--- src/rtl/rca_writeback_buffer.sv ---
// -----------------------------------------------------------------------------
// rca_writeback_buffer
//
// In-order completion queue between the RCA execution pipeline and the
// register-file writeback stage. Each entry holds one instruction ID plus
// NUM_WRITE_PORTS (destination register, data) pairs. The head entry is shown
// on the wb_* outputs (first-word fall-through) and is retired by wb_ack.
// Ports whose write enable is low store rd_addr 0, so the downstream commit
// for that port is suppressed.
//
// Optional build macro:
//   RCA_WB_BYPASS_EN - when the buffer is empty, an offered completion is shown
//                      on wb_* in the same cycle. If it is acked in that cycle
//                      it is consumed without ever being written.
//
// Ports:
//   clk, rst         clock, synchronous active-high reset
//   res_valid/ready  completion handshake from the RCA pipeline
//   res_id           instruction ID of the offered completion
//   res_we           per-port write enable
//   res_rd_addr      per-port destination register
//   res_data         per-port result data
//   flush            discard every buffered entry (wins over push and ack)
//   wb_done/wb_ack   head-valid / head-consumed handshake to writeback
//   wb_id            head instruction ID
//   wb_rd            head per-port data
//   wb_rd_addr       head per-port destination (0 on disabled ports)
//   wb_id_for_rd     head ID replicated per port, for the RF banks and LVTs
//   occupancy        number of entries held
// -----------------------------------------------------------------------------
module rca_writeback_buffer #(
  parameter int DEPTH           = 4,
  parameter int NUM_WRITE_PORTS = 3,
  parameter int ID_W            = 3
) (
  input  logic                                  clk,
  input  logic                                  rst,
  input  logic                                  res_valid,
  output logic                                  res_ready,
  input  logic [ID_W-1:0]                       res_id,
  input  logic [NUM_WRITE_PORTS-1:0]            res_we,
  input  logic [NUM_WRITE_PORTS-1:0][4:0]       res_rd_addr,
  input  logic [NUM_WRITE_PORTS-1:0][31:0]      res_data,
  input  logic                                  flush,
  output logic                                  wb_done,
  input  logic                                  wb_ack,
  output logic [ID_W-1:0]                       wb_id,
  output logic [NUM_WRITE_PORTS-1:0][31:0]      wb_rd,
  output logic [NUM_WRITE_PORTS-1:0][4:0]       wb_rd_addr,
  output logic [NUM_WRITE_PORTS-1:0][ID_W-1:0]  wb_id_for_rd,
  output logic [$clog2(DEPTH):0]                occupancy
);

  localparam int AW = $clog2(DEPTH);
  localparam int CW = AW + 1;

  localparam logic [CW-1:0] COUNT_FULL = CW'(DEPTH);
  localparam logic [CW-1:0] COUNT_ONE  = CW'(1);
  localparam logic [AW-1:0] PTR_ONE    = AW'(1);

  typedef struct packed {
    logic [ID_W-1:0]                  id;
    logic [NUM_WRITE_PORTS-1:0][4:0]  rd_addr;
    logic [NUM_WRITE_PORTS-1:0][31:0] data;
  } entry_t;

  entry_t          mem [DEPTH];
  entry_t          in_entry;
  entry_t          out_entry;
  logic [AW-1:0]   wptr;
  logic [AW-1:0]   rptr;
  logic [CW-1:0]   count;
  logic            head_valid;
  logic            push;
  logic            pop;

  // Disabled ports carry rd_addr 0 so the register file ignores them.
  always_comb begin
    in_entry      = '0;
    in_entry.id   = res_id;
    in_entry.data = res_data;
    for (int p = 0; p < NUM_WRITE_PORTS; p++) begin
      in_entry.rd_addr[p] = res_we[p] ? res_rd_addr[p] : 5'd0;
    end
  end

  assign head_valid = (count != '0);
  // Depends on count only: a full buffer stalls even while the head is acked.
  assign res_ready  = (count != COUNT_FULL);
  assign pop        = head_valid && wb_ack;
  assign occupancy  = count;

`ifdef RCA_WB_BYPASS_EN
  logic bypass;
  assign bypass    = !head_valid && res_valid;
  assign out_entry = bypass ? in_entry : mem[rptr];
  assign wb_done   = head_valid || res_valid;
  // A bypassed completion that is acked at once never enters storage.
  assign push      = res_valid && res_ready && !(bypass && wb_ack);
`else
  assign out_entry = mem[rptr];
  assign wb_done   = head_valid;
  assign push      = res_valid && res_ready;
`endif

  always_comb begin
    wb_id      = out_entry.id;
    wb_rd      = out_entry.data;
    wb_rd_addr = out_entry.rd_addr;
    for (int p = 0; p < NUM_WRITE_PORTS; p++) begin
      wb_id_for_rd[p] = out_entry.id;
    end
  end

  // Control state: flush shares the reset path and overrides push/pop.
  always_ff @(posedge clk) begin
    if (rst || flush) begin
      wptr  <= '0;
      rptr  <= '0;
      count <= '0;
    end else begin
      // NOTE: state registers use non-blocking assignments so every flop
      // samples pre-edge values regardless of statement order.
      if (push) wptr <= wptr + PTR_ONE;
      if (pop)  rptr <= rptr + PTR_ONE;
      case ({push, pop})
        2'b10:   count <= count + COUNT_ONE;
        2'b01:   count <= count - COUNT_ONE;
        default: count <= count;
      endcase
    end
  end

  // NOTE: the entry array is deliberately not reset; count gates every read,
  // so stale contents are never observed and the array stays plain RAM.
  always_ff @(posedge clk) begin
    if (!rst && !flush && push) begin
      mem[wptr] <= in_entry;
    end
  end

  // Simulation checks on the occupancy bookkeeping.
  a_no_accept_when_full : assert property (@(posedge clk) disable iff (rst)
    !(res_valid && res_ready && count == COUNT_FULL));
  a_count_bounded : assert property (@(posedge clk) disable iff (rst)
    count <= COUNT_FULL);

endmodule

--- config.mk ---
export PLATFORM = sky130hd
export DESIGN_NAME = rca_writeback_buffer
export DESIGN_NICKNAME = d
export VERILOG_FILES = /design/src/rtl/rca_writeback_buffer.sv
export SDC_FILE = /design/constraint.sdc
export NUM_CORES = 1
export LEC_CHECK = 0
export ABC_AREA = 1
export BUFFER_PORTS_ARGS = -buffer_cell sky130_fd_sc_hd__buf_2
export CAP_MARGIN = 10
export CORE_ASPECT_RATIO = 0.5
export CORE_MARGIN = 2
export CORE_UTILIZATION = 47
export DETAILED_ROUTE_END_ITERATION = 7
export GPL_TIMING_DRIVEN = 1
export HOLD_SLACK_MARGIN = 0.15
export PLACE_DENSITY = 0.69
export SETUP_SLACK_MARGIN = 0.02
export SLEW_MARGIN = 5
export SYNTH_ARGS = -nofsm -noshare
export SYNTH_HDL_FRONTEND = slang
export SYNTH_SLANG_ARGS = --single-unit
--- constraint.sdc ---
create_clock -name clk -period 7.1 [get_ports clk]
set_input_delay 1.065 -clock clk [delete_from_list [all_inputs] [get_ports clk]]
set_output_delay 1.065 -clock clk [all_outputs]
set_load 0.01 [all_outputs]
# ---- Yosys cells after proc, flatten, opt, wreduce, memory -nomap -nowiden
# Memory sizes are Yosys's and may differ from the RTL's. A register that Yosys moved wholly into a read port is not among the register bits.
# Index checks and enable logic that the tools add are counted.
dict set report classes {
  reduce_logical 9
  n_addsub 4
  mux 8
  eq_ne 3
}
# operator count
set op_table {}
lappend op_table {{two-way mux 5 bit} 3}
lappend op_table {{case mux 3 bit (2 select lines)} 1}
lappend op_table {{adder 2 x 1 -> 2 bit, second input constant} 2}
lappend op_table {{logical AND 1 bit} 4}
lappend op_table {{two-way mux 2 bit} 2}
lappend op_table {{adder 3 x 1 -> 3 bit, second input constant} 1}
lappend op_table {{!= test 3 bit, second input constant} 1}
lappend op_table {{nonzero test 3 bit} 1}
lappend op_table {{subtractor 3 x 1 -> 3 bit, second input constant} 1}
lappend op_table {{equality test 2 x 1 -> 1 bit, second input constant} 1}
lappend op_table {{equality test 2 bit, second input constant} 1}
lappend op_table {{zero test 1 bit} 2}
lappend op_table {{two-way mux 1 bit} 2}
lappend op_table {{nonzero test 2 bit} 1}
lappend op_table {{logical OR 1 bit} 1}
dict set report totals {
  word_cells 28
  n_memories 1
  ff_bits 7
  inputBits 122
  ramBits 456
}
# name depth word_bits rd rd_ports_with_merged_regs wr line
set memory_table {}
lappend memory_table {mem 4 114 1 1 1 67} ;# entry_t mem [DEPTH];

# ---- Longest topological paths before layout
# Gate-level depths: netlist of run 1.
dict set report logic_depth {
  ltp_word 5
  mapped_depth 13
}

# ---- Worst setup path before layout of run 1
# Ideal clock, no wire load.
dict set report synth_timing {
  path_type {in2reg}
  startpoint {input port res_valid}
  endpoint {memory mem[0][0] (netlist name), enable pin}
  t_arrival_ps 6298
  t_required_ps 6511
  setup_slack_ps 213
  path_stages 3
  path_cell_list {a21boi_0 -> nand2_1 -> nor2_1}
}
dict set report synth_via {
  elab_chain_cells 4
}
# item line
set synth_rtl {}
lappend synth_rtl {{from (decl)} 38} ;# input logic res_valid,
lappend synth_rtl {{logical AND 1 bit} 103} ;# assign push = res_valid && res_ready;
lappend synth_rtl {{logical AND 1 bit} 137} ;# if (!rst && !flush && push) begin
lappend synth_rtl {{two-way mux 1 bit} 137}
lappend synth_rtl {{two-way mux 1 bit (not written as such)} 138} ;# mem[wptr] <= in_entry;
lappend synth_rtl {{to (decl)} 67}
# No other way between the ends.

==> results.json, run 1 <==
{
  "cts_sinks": 465,
  "placed_area_um2": 19000,
  "cp_slowest_cell": "buf_4",
  "yosysTopAreaCell": "edfxtp_1",
  "grt_max_degree": 115,
  "synth_most_common_cell": "edfxtp_1",
  "final_max_slew_viol_count": 0,
  "post-cts-setup-buffers": 0,
  "end_kind": "output port",
  "critPathRequiredTime_ns": 6.03,
  "fin_ws_ns": 2.95,
  "critPathLaunchType": "flop",
  "port_buffers": 249,
  "tightest_slew_ns": 0.942,
  "antenna_found_initial": 6,
  "drc": 0,
  "antenna_left": 0,
  "yosysWarnings": 0,
  "arrival_ns": 3.09,
  "cts.path.max_buffers": 3,
  "cpPeakStageDelay_ns": 0.77,
  "synth.avg_cell_area_um2": 14.6,
  "maxSlewHeadroom": 0.372,
  "fp.dieArea_um2": 39300,
  "cts-hold-fix-buffers": 0,
  "async_reset_ff_frac": 0,
  "wire_per_inst_um": 19.9,
  "cts-buffers-inserted": 42,
  "syn_area_um2": 17700,
  "synth_top_flop_cell": "edfxtp_1",
  "clock_skew_ns": 0.00641,
  "finalCriticalPeriod_ns": 4.15,
  "post-route-period-util": 0.585,
  "grt_usage": 0.193,
  "ir_worst_vdd_mv": 0.143,
  "ys_types": 23,
  "dr_total_vias": 10634,
  "synth_cells": 1214,
  "synth_edf_count": 456,
  "grt_pass1_vias": 10685,
  "gr-total-overflow": 0,
  "routed_wl_um": 39100,
  "htreeDepth": 2,
  "dp_hpwl_um": 22200,
  "yosys.area.top_type_share": 0.775,
  "design_area_um2": 20400,
  "crit_chain": "inv_6 -> buf_4 -> o21ai_0 -> o22ai_1 -> buf_2",
  "start_util": 0.475,
  "yosys-top-cells-count": "edfxtp_1, nor2_1, o21ai_1",
  "grt_pass1_wl_um": 58600,
  "power_density_nw_per_um2": 272,
  "num_rows": 50,
  "root_buffer": "clkbuf_16",
  "die_y_um": 141,
  "crit_buf_inv": 3,
  "tns_ns": 0,
  "core_area_um2": 37200,
  "die_x_um": 278,
  "dp_slack_ns": 3.30,
  "hold_viol_final": 0,
  "seq_area_frac_synth": 0.785,
  "synth_area_leaders": "edfxtp_1, nor2_1, o22ai_1, o21ai_1, o21ai_0",
  "leakagePower_nw": 7.21,
  "syn2layout_area_growth_pct": 15.7,
  "status": "finished, final reports clean",
  "synthesis.nets": 1342,
  "tritoncts": "yes",
  "hp-class": "flop to flop",
  "setup_violations": 0,
  "clk_pin_slew_ns": 0.06,
  "finalNetCount": 1564,
  "cts_resized": 0,
  "firstDrtPassIters": 5,
  "rsz0062_at_grt": "false",
  "drive_gt1_frac": 0.222,
  "place.gp.congestion": 0.780,
  "drt-initial-drc-count": 909,
  "num_io_pins": 250,
  "drv_cap": 0,
  "hold_slack_ns": 0.507,
  "ys_ff_latch": 465,
  "worstSkewPairLatency_ns": 0.54,
  "worstSetupPathType": "flop to output port",
  "avgViaCountPerCell": 5.41,
  "crit_fanout": 79,
  "timing.fmax_mhz": 241,
  "critPathTopFamily": "buffers and inverters"
}
[cell families after synthesis]
logic type                 count (synthesis)  share of synthesized area
AOI/OAI and AO/OA                        348                      0.107
adders and majority gates                  6                    0.00467
and+or+nand+nor                          278                     0.0596
buffers and inverters                    117                     0.0437
DFF                                      465                      0.785
[cell type report]
class	instances	area [um^2]
multi-input combinational	632	3050
tap	494	618
fill	2902	16800
inverter	34	134
timing repair buffer	261	1360
clock inverter	25	233
sequential	465	13900
clock buffer	50	1140
antenna	5	12.5
[sequential cells by signal, indices dropped and copies added (netlist names), named ones only]
signal and flops:
wptr 2, mem 456, occupancy 3, rptr 2
[path summary, 6_finish.rpt]
path | slack [ns] | cells past startpoint | end | start
setup / recovery | 2.95 | 5 | wb_rd_addr[10] | flop
hold / removal | 0.51 | 2 | flop | rptr[1]
setup reg to reg | 4.03 | 5 | mem[3][73] | occupancy[1]
hold reg to reg | 0.51 | 2 | flop | rptr[1]
[where the power goes]
group / switching (mW) / internal [mW] / total (mW) / leakage (nW)
clock: 0.933 / 1.33 / 2.26 / 0.677
sequential: 0.0125 / 3.05 / 3.06 / 4.20
combinational: 0.159 / 0.0810 / 0.240 / 2.34
total: 1.10 / 4.45 / 5.56 / 7.21
[worst register-to-register path: stages, from the launching register on]
cell and delay, ns:
dfxtp_1 0.37, nor2_1 0.09, a21boi_0 0.36, nand2_1 0.35, nor2_4 0.77, buf_4 0.75
[stage by stage]
step	util	total power [mW]	instances
6_report	0.549	5.56	1966
5_1_grt	0.549	5.73	1965
4_1_cts	0.549	5.59	1961
3_5_place_dp	0.512	3.36	1886
3_3_place_gp	0.512	3.35	1886
2_1_floorplan	-	3.25	1214
[layout by cell type, fill, tap and decap left out]
| cell | count |
|---|---|
| a21boi_0 | 1 |
| a21oi_1 | 3 |
| buf_12 | 2 |
| buf_2 | 249 |
| buf_4 | 10 |
| bufinv_16 | 5 |
| clkbuf_1 | 5 |
| clkbuf_16 | 45 |
| clkinv_1 | 14 |
| clkinv_2 | 7 |
| dfxtp_1 | 7 |
| dfxtp_4 | 2 |
| diode_2 | 5 |
| edfxtp_1 | 456 |
| fa_1 | 1 |
| ha_1 | 5 |
| inv_1 | 32 |
| inv_6 | 1 |
| nand2_1 | 30 |
| nand3_1 | 4 |
| nand3b_1 | 1 |
| nor2_1 | 239 |
| nor2_4 | 4 |
| o21ai_0 | 113 |
| o21ai_1 | 117 |
| o22ai_1 | 114 |
[routing by layer]
layer | share of wire | vias to the layer above | global-route usage
li1 | - | 4981 | -
met1 | 0.40 | 5311 | 0.231
met2 | 0.52 | 261 | 0.346
met3 | 0.045 | 79 | 0.0365
met4 | 0.034 | 2 | 0.0805
met5 | 0.00041 | - | 0
(Power assumes the default switching activity.)
==> run 2, diff against run 1 <==
- PLACE_DENSITY: 0.69 -> 0.66
- clock period: 7.1 -> 4 ns (I/O delays scaled with it)
==> results.json, run 2 (synthesized netlist as in run 1, its figures left out) <==
{
  "critPathRequiredTime_ns": 3.40,
  "tritoncts": "yes",
  "dp_hpwl_um": 23200,
  "drc": 0,
  "port_buffers": 249,
  "wire_per_inst_um": 20.1,
  "fillers": 2935,
  "die_x_um": 278,
  "finalCriticalPeriod_ns": 3.28,
  "fp.dieArea_um2": 39300,
  "antenna_left": 0,
  "grt_pass1_vias": 10868,
  "worstSetupPathType": "flop to output port",
  "cts.path.max_buffers": 3,
  "fin_cells": 1975,
  "end_kind": "output port",
  "dp_slack_ns": 1.23,
  "worstSkewPairLatency_ns": 0.55,
  "tns_ns": 0,
  "grt_usage": 0.200,
  "post-route-period-util": 0.820,
  "finalNetCount": 1573,
  "power_density_nw_per_um2": 479,
  "cpPeakStageDelay_ns": 0.79,
  "arrival_ns": 2.68,
  "routed_wl_um": 39800,
  "dr_total_vias": 10778,
  "die_y_um": 141,
  "core_area_um2": 37200,
  "htreeDepth": 2,
  "grt_pass1_wl_um": 60200,
  "multiInputGateArea_um2": 3050,
  "num_rows": 50,
  "cts-buffers-inserted": 41,
  "root_buffer": "clkbuf_16",
  "rsz0062_at_grt": "false",
  "ir_worst_vdd_mv": 0.259,
  "tightest_slew_ns": 0.932,
  "hold_viol_final": 0,
  "firstDrtPassIters": 5,
  "leakagePower_nw": 7.28,
  "largest_register_ffs": 456,
  "avgViaCountPerCell": 5.46,
  "cts_sinks": 465,
  "critPathLaunchType": "flop",
  "status": "finished, final reports clean",
  "drv_cap": 0,
  "drt-initial-drc-count": 877,
  "hp-class": "input pin to flop",
  "layout_commonest_cell": "edfxtp_1",
  "place_inst": 1896,
  "cts_resized": 0,
  "start_util": 0.475,
  "final_max_slew_viol_count": 0,
  "placed_area_um2": 19200,
  "regMostFlops": "mem",
  "clock_skew_ns": 0.0129,
  "design_area_um2": 20600,
  "place.gp.congestion": 0.775,
  "setup_violations": 0,
  "final_cell_mix": "edfxtp_1, buf_2, nor2_1, o21ai_1, o22ai_1",
  "fin_ws_ns": 0.719,
  "crit_fanout": 53,
  "cts-hold-fix-buffers": 0,
  "clk_pin_slew_ns": 0.07,
  "crit_chain": "clkinv_2 -> buf_4 -> o21ai_1 -> o22ai_1 -> buf_2",
  "seq_area_um2": 13900,
  "num_io_pins": 250,
  "gr-total-overflow": 0,
  "drive_gt1_frac": 0.232,
  "syn2layout_area_growth_pct": 16.5,
  "maxSlewHeadroom": 0.378,
  "grt_max_degree": 199,
  "antenna_found_initial": 5,
  "timing.fmax_mhz": 305,
  "post-cts-setup-buffers": 0,
  "utilization": 0.553,
  "cp_slowest_cell": "dfxtp_4"
}
## run 2: cell types whose count changed in the layout (fill, tap and decap cells not counted)
cell        before  now
clkinv_1        14    5
buf_12           2   10
clkinv_2         7   13
buf_4           10   12
clkbuf_1         5    7
clkbuf_16       45   43
clkinvlp_4       0    2
diode_2          5    4
inv_6            1    2
## run 2: worst paths after layout
path | slack (ns) | end | cells past startpoint | startpoint
setup / recovery | 0.72 | wb_rd[40] | 5 | flop
hold reg to reg | 0.50 | flop | 2 | rptr[1]
setup reg to reg | 1.51 | mem[2][58] | 5 | occupancy[1]
hold / removal | 0.26 | mem[1][28] | 1 | res_data[28]
## run 2: metal layers
| metal | GRT usage | vias to the layer above | part of all wire |
|---|---|---|---|
| met5 | 0 | - | 0.00030 |
| met2 | 0.365 | 286 | 0.53 |
| met3 | 0.0353 | 75 | 0.047 |
| met4 | 0.0720 | 2 | 0.028 |
| li1 | - | 4987 | - |
| met1 | 0.239 | 5428 | 0.39 |
## run 2: final cells by class
| type | count | area share |
|---|---|---|
| timing repair buffer | 271 | 0.0746 |
| antenna | 4 | 0.000486 |
| tap | 494 | 0.0300 |
| inverter | 34 | 0.00650 |
| clock inverter | 25 | 0.0123 |
| clock buffer | 50 | 0.0535 |
| multi-input combinational | 632 | 0.148 |
| sequential | 465 | 0.674 |
## run 2: worst max-delay path: cells and delay by family (launching register included)
family | cells | cell delay (ns)
flops | 1 | 0.79
buf+inv | 3 | 0.96
compound gates | 2 | 0.28
## run 2: metrics by stage
stage                     power [mW]  hold WS [ns]
after floorplan                 5.76         0.460
after global placement          5.95         0.469
after detailed placement        5.97         0.488
after CTS                       9.95         0.229
after global routing            10.2         0.240
final                           9.86         0.260
## run 2: power by group
group	internal (mW)	switching, mW	leakage [nW]	total, mW
clock	2.29	1.71	0.668	4.00
sequential	5.41	0.0184	4.20	5.42
combinational	0.148	0.286	2.41	0.435
==> run 3, diff against run 2 <==
- PLACE_DENSITY: 0.66 -> 0.69
- clock period: 4 -> 2.7 ns (I/O delays scaled with it)
==> results.json, run 3 (synthesized netlist as in run 1, its figures left out) <==
{
  "status": "finished, final reports clean",
  "avgViaCountPerCell": 5.43,
  "fin_ws_ns": 0.114,
  "wire_per_inst_um": 20.0,
  "grt_pass1_vias": 11276,
  "power_density_nw_per_um2": 667,
  "hold_slack_ns": 0.165,
  "finalPower_mw": 14.5,
  "r2r_start": "occupancy[2]",
  "switching_power_mw": 3.01,
  "cts.path.max_buffers": 3,
  "dp_slack_ns": 0.510,
  "clock_skew_ns": 0.0117,
  "drc": 0,
  "p_seq_frac": 0.555,
  "maxSlewHeadroom": 0.668,
  "fp.dieArea_um2": 39300,
  "seq_area_um2": 13900,
  "grt_max_degree": 136,
  "tns_ns": 0,
  "switching_share": 0.208,
  "hold_viol_final": 0,
  "grt_pass1_wl_um": 61400,
  "critPathRequiredTime_ns": 2.30,
  "syn2layout_area_growth_pct": 22.9,
  "start_util": 0.475,
  "worstSkewPairLatency_ns": 0.55,
  "layout_commonest_cell": "edfxtp_1",
  "leakagePower_nw": 7.75,
  "power_frac_comb": 0.055,
  "end_kind": "output port",
  "fillers": 2815,
  "critPathLaunchType": "flop",
  "p_int_mw": 11.5,
  "finalNetCount": 1678,
  "dp_hpwl_um": 22900,
  "drive_gt1_frac": 0.219,
  "tightest_slew_ns": 0.498,
  "post-route-period-util": 0.958,
  "regMostFlops": "mem",
  "largest_register_ffs": 456,
  "antenna_found_initial": 5,
  "rsz0062_at_grt": "false",
  "drt-initial-drc-count": 1033,
  "die_y_um": 141,
  "clk_pin_slew_ns": 0.06,
  "num_rows": 50,
  "dr_total_vias": 11279,
  "finalCriticalPeriod_ns": 2.59,
  "final_max_slew_viol_count": 0,
  "hold_end": "wptr[1]",
  "die_x_um": 278,
  "firstDrtPassIters": 6,
  "htreeDepth": 2,
  "grt_usage": 0.200,
  "worstSetupPathType": "flop to output port",
  "drv_cap": 0,
  "utilization": 0.583,
  "cts_sinks": 465,
  "tritoncts": "yes",
  "place.gp.congestion": 0.760,
  "crit_fanout": 47,
  "cts-buffers-inserted": 42,
  "multiInputGateArea_um2": 3090,
  "port_buffers": 249,
  "min_from": "rst",
  "final_cell_mix": "edfxtp_1, buf_2, nor2_1, o21ai_1, o22ai_1",
  "setup_violations": 0,
  "timing.fmax_mhz": 387,
  "whs_path_depth": 4,
  "root_buffer": "clkbuf_16",
  "routed_wl_um": 41600,
  "num_io_pins": 250,
  "core_area_um2": 37200,
  "arrival_ns": 2.18,
  "timing.rr.end": "occupancy[2]",
  "hp-class": "input pin to flop",
  "clkPwrFrac": 0.390,
  "antenna_left": 0,
  "r2r_setup_slack_ns": 0.78,
  "ff2ff_path_depth": 13,
  "gr-total-overflow": 0,
  "ir_worst_vdd_mv": 0.492
}
==> run 3: cell count changes in the layout (fill, tap and decap cells not counted), moves of 2 or more <==
cell | before | now
dlygate4sd3_1 | 0 | 99
clkinv_2 | 13 | 7
buf_12 | 10 | 14
buf_4 | 12 | 8
clkinv_1 | 5 | 9
bufinv_16 | 5 | 2
clkbuf_1 | 7 | 9
clkbuf_16 | 43 | 45
clkinv_8 | 0 | 2
dfxtp_1 | 7 | 5
dfxtp_4 | 2 | 4
inv_6 | 2 | 0
nor2_1 | 239 | 237
nor2_4 | 4 | 6
==> run 3: how the worst max path moves through the flow <==
stage / to / slack [ns] / cells past startpoint
2_1_floorplan: mem[0][0] / -0.16 / 3
3_3_place_gp: wb_id_for_rd[0] / 0.53 / 4
3_5_place_dp: wb_id_for_rd[8] / 0.51 / 4
4_1_cts: wb_id_for_rd[8] / 0.02 / 4
5_1_grt: wb_id_for_rd[8] / 0.03 / 5
6_report: wb_id_for_rd[8] / 0.11 / 5
==> run 3: power by group through the flow <==
stage          sequential (mW)  combinational [mW]  clock (mW)
4_1_cts                   8.04               0.778        5.72
2_1_floorplan             8.19               0.341           0
6_report                  8.04               0.792        5.65
3_3_place_gp              8.19               0.628           0
5_1_grt                   8.04               0.856        6.03
3_5_place_dp              8.19               0.653           0
==> run 3: cell type report <==
class | instances | share of cell area
Tap cell | 494 | 0.0285
Clock inverter | 22 | 0.00830
Sequential cell | 465 | 0.639
Clock buffer | 52 | 0.0511
Inverter | 34 | 0.00668
Timing Repair Buffer | 375 | 0.123
Multi-Input combinational cell | 632 | 0.142
Antenna cell | 4 | 0.000461
==> run 3: per-stage QoR <==
step	std cells	cell area, um^2
final	2078	21700
after global routing	2078	21700
after detailed placement	1898	19300
after global placement	1898	19300
after floorplan	1214	17700
after CTS	2071	21600
==> run 3: critical path, cell delays in order (launching register included) <==
cell,delay [ns]
dfxtp_4,0.46
inv_16,0.21
buf_12,0.27
o21ai_0,0.14
o22ai_1,0.30
buf_2,0.21
==> run 3: routing by layer <==
layer  part of all wire  vias to the layer above  track usage
met2               0.52                      308        0.361
met1               0.40                     5682        0.246
met5                  0                        -            0
met4              0.032                        0       0.0782
met3              0.043                       92       0.0297
li1                   -                     5197            -
==> run 3: timing repair <==
item	in CTS	in global routing
gates resized for setup	2	3
setup buffers	0	1
cloned	0	2
hold buffers	99	0
setup endpoints to repair	12	14
pin swaps	0	0
hold endpoints to repair	396	0
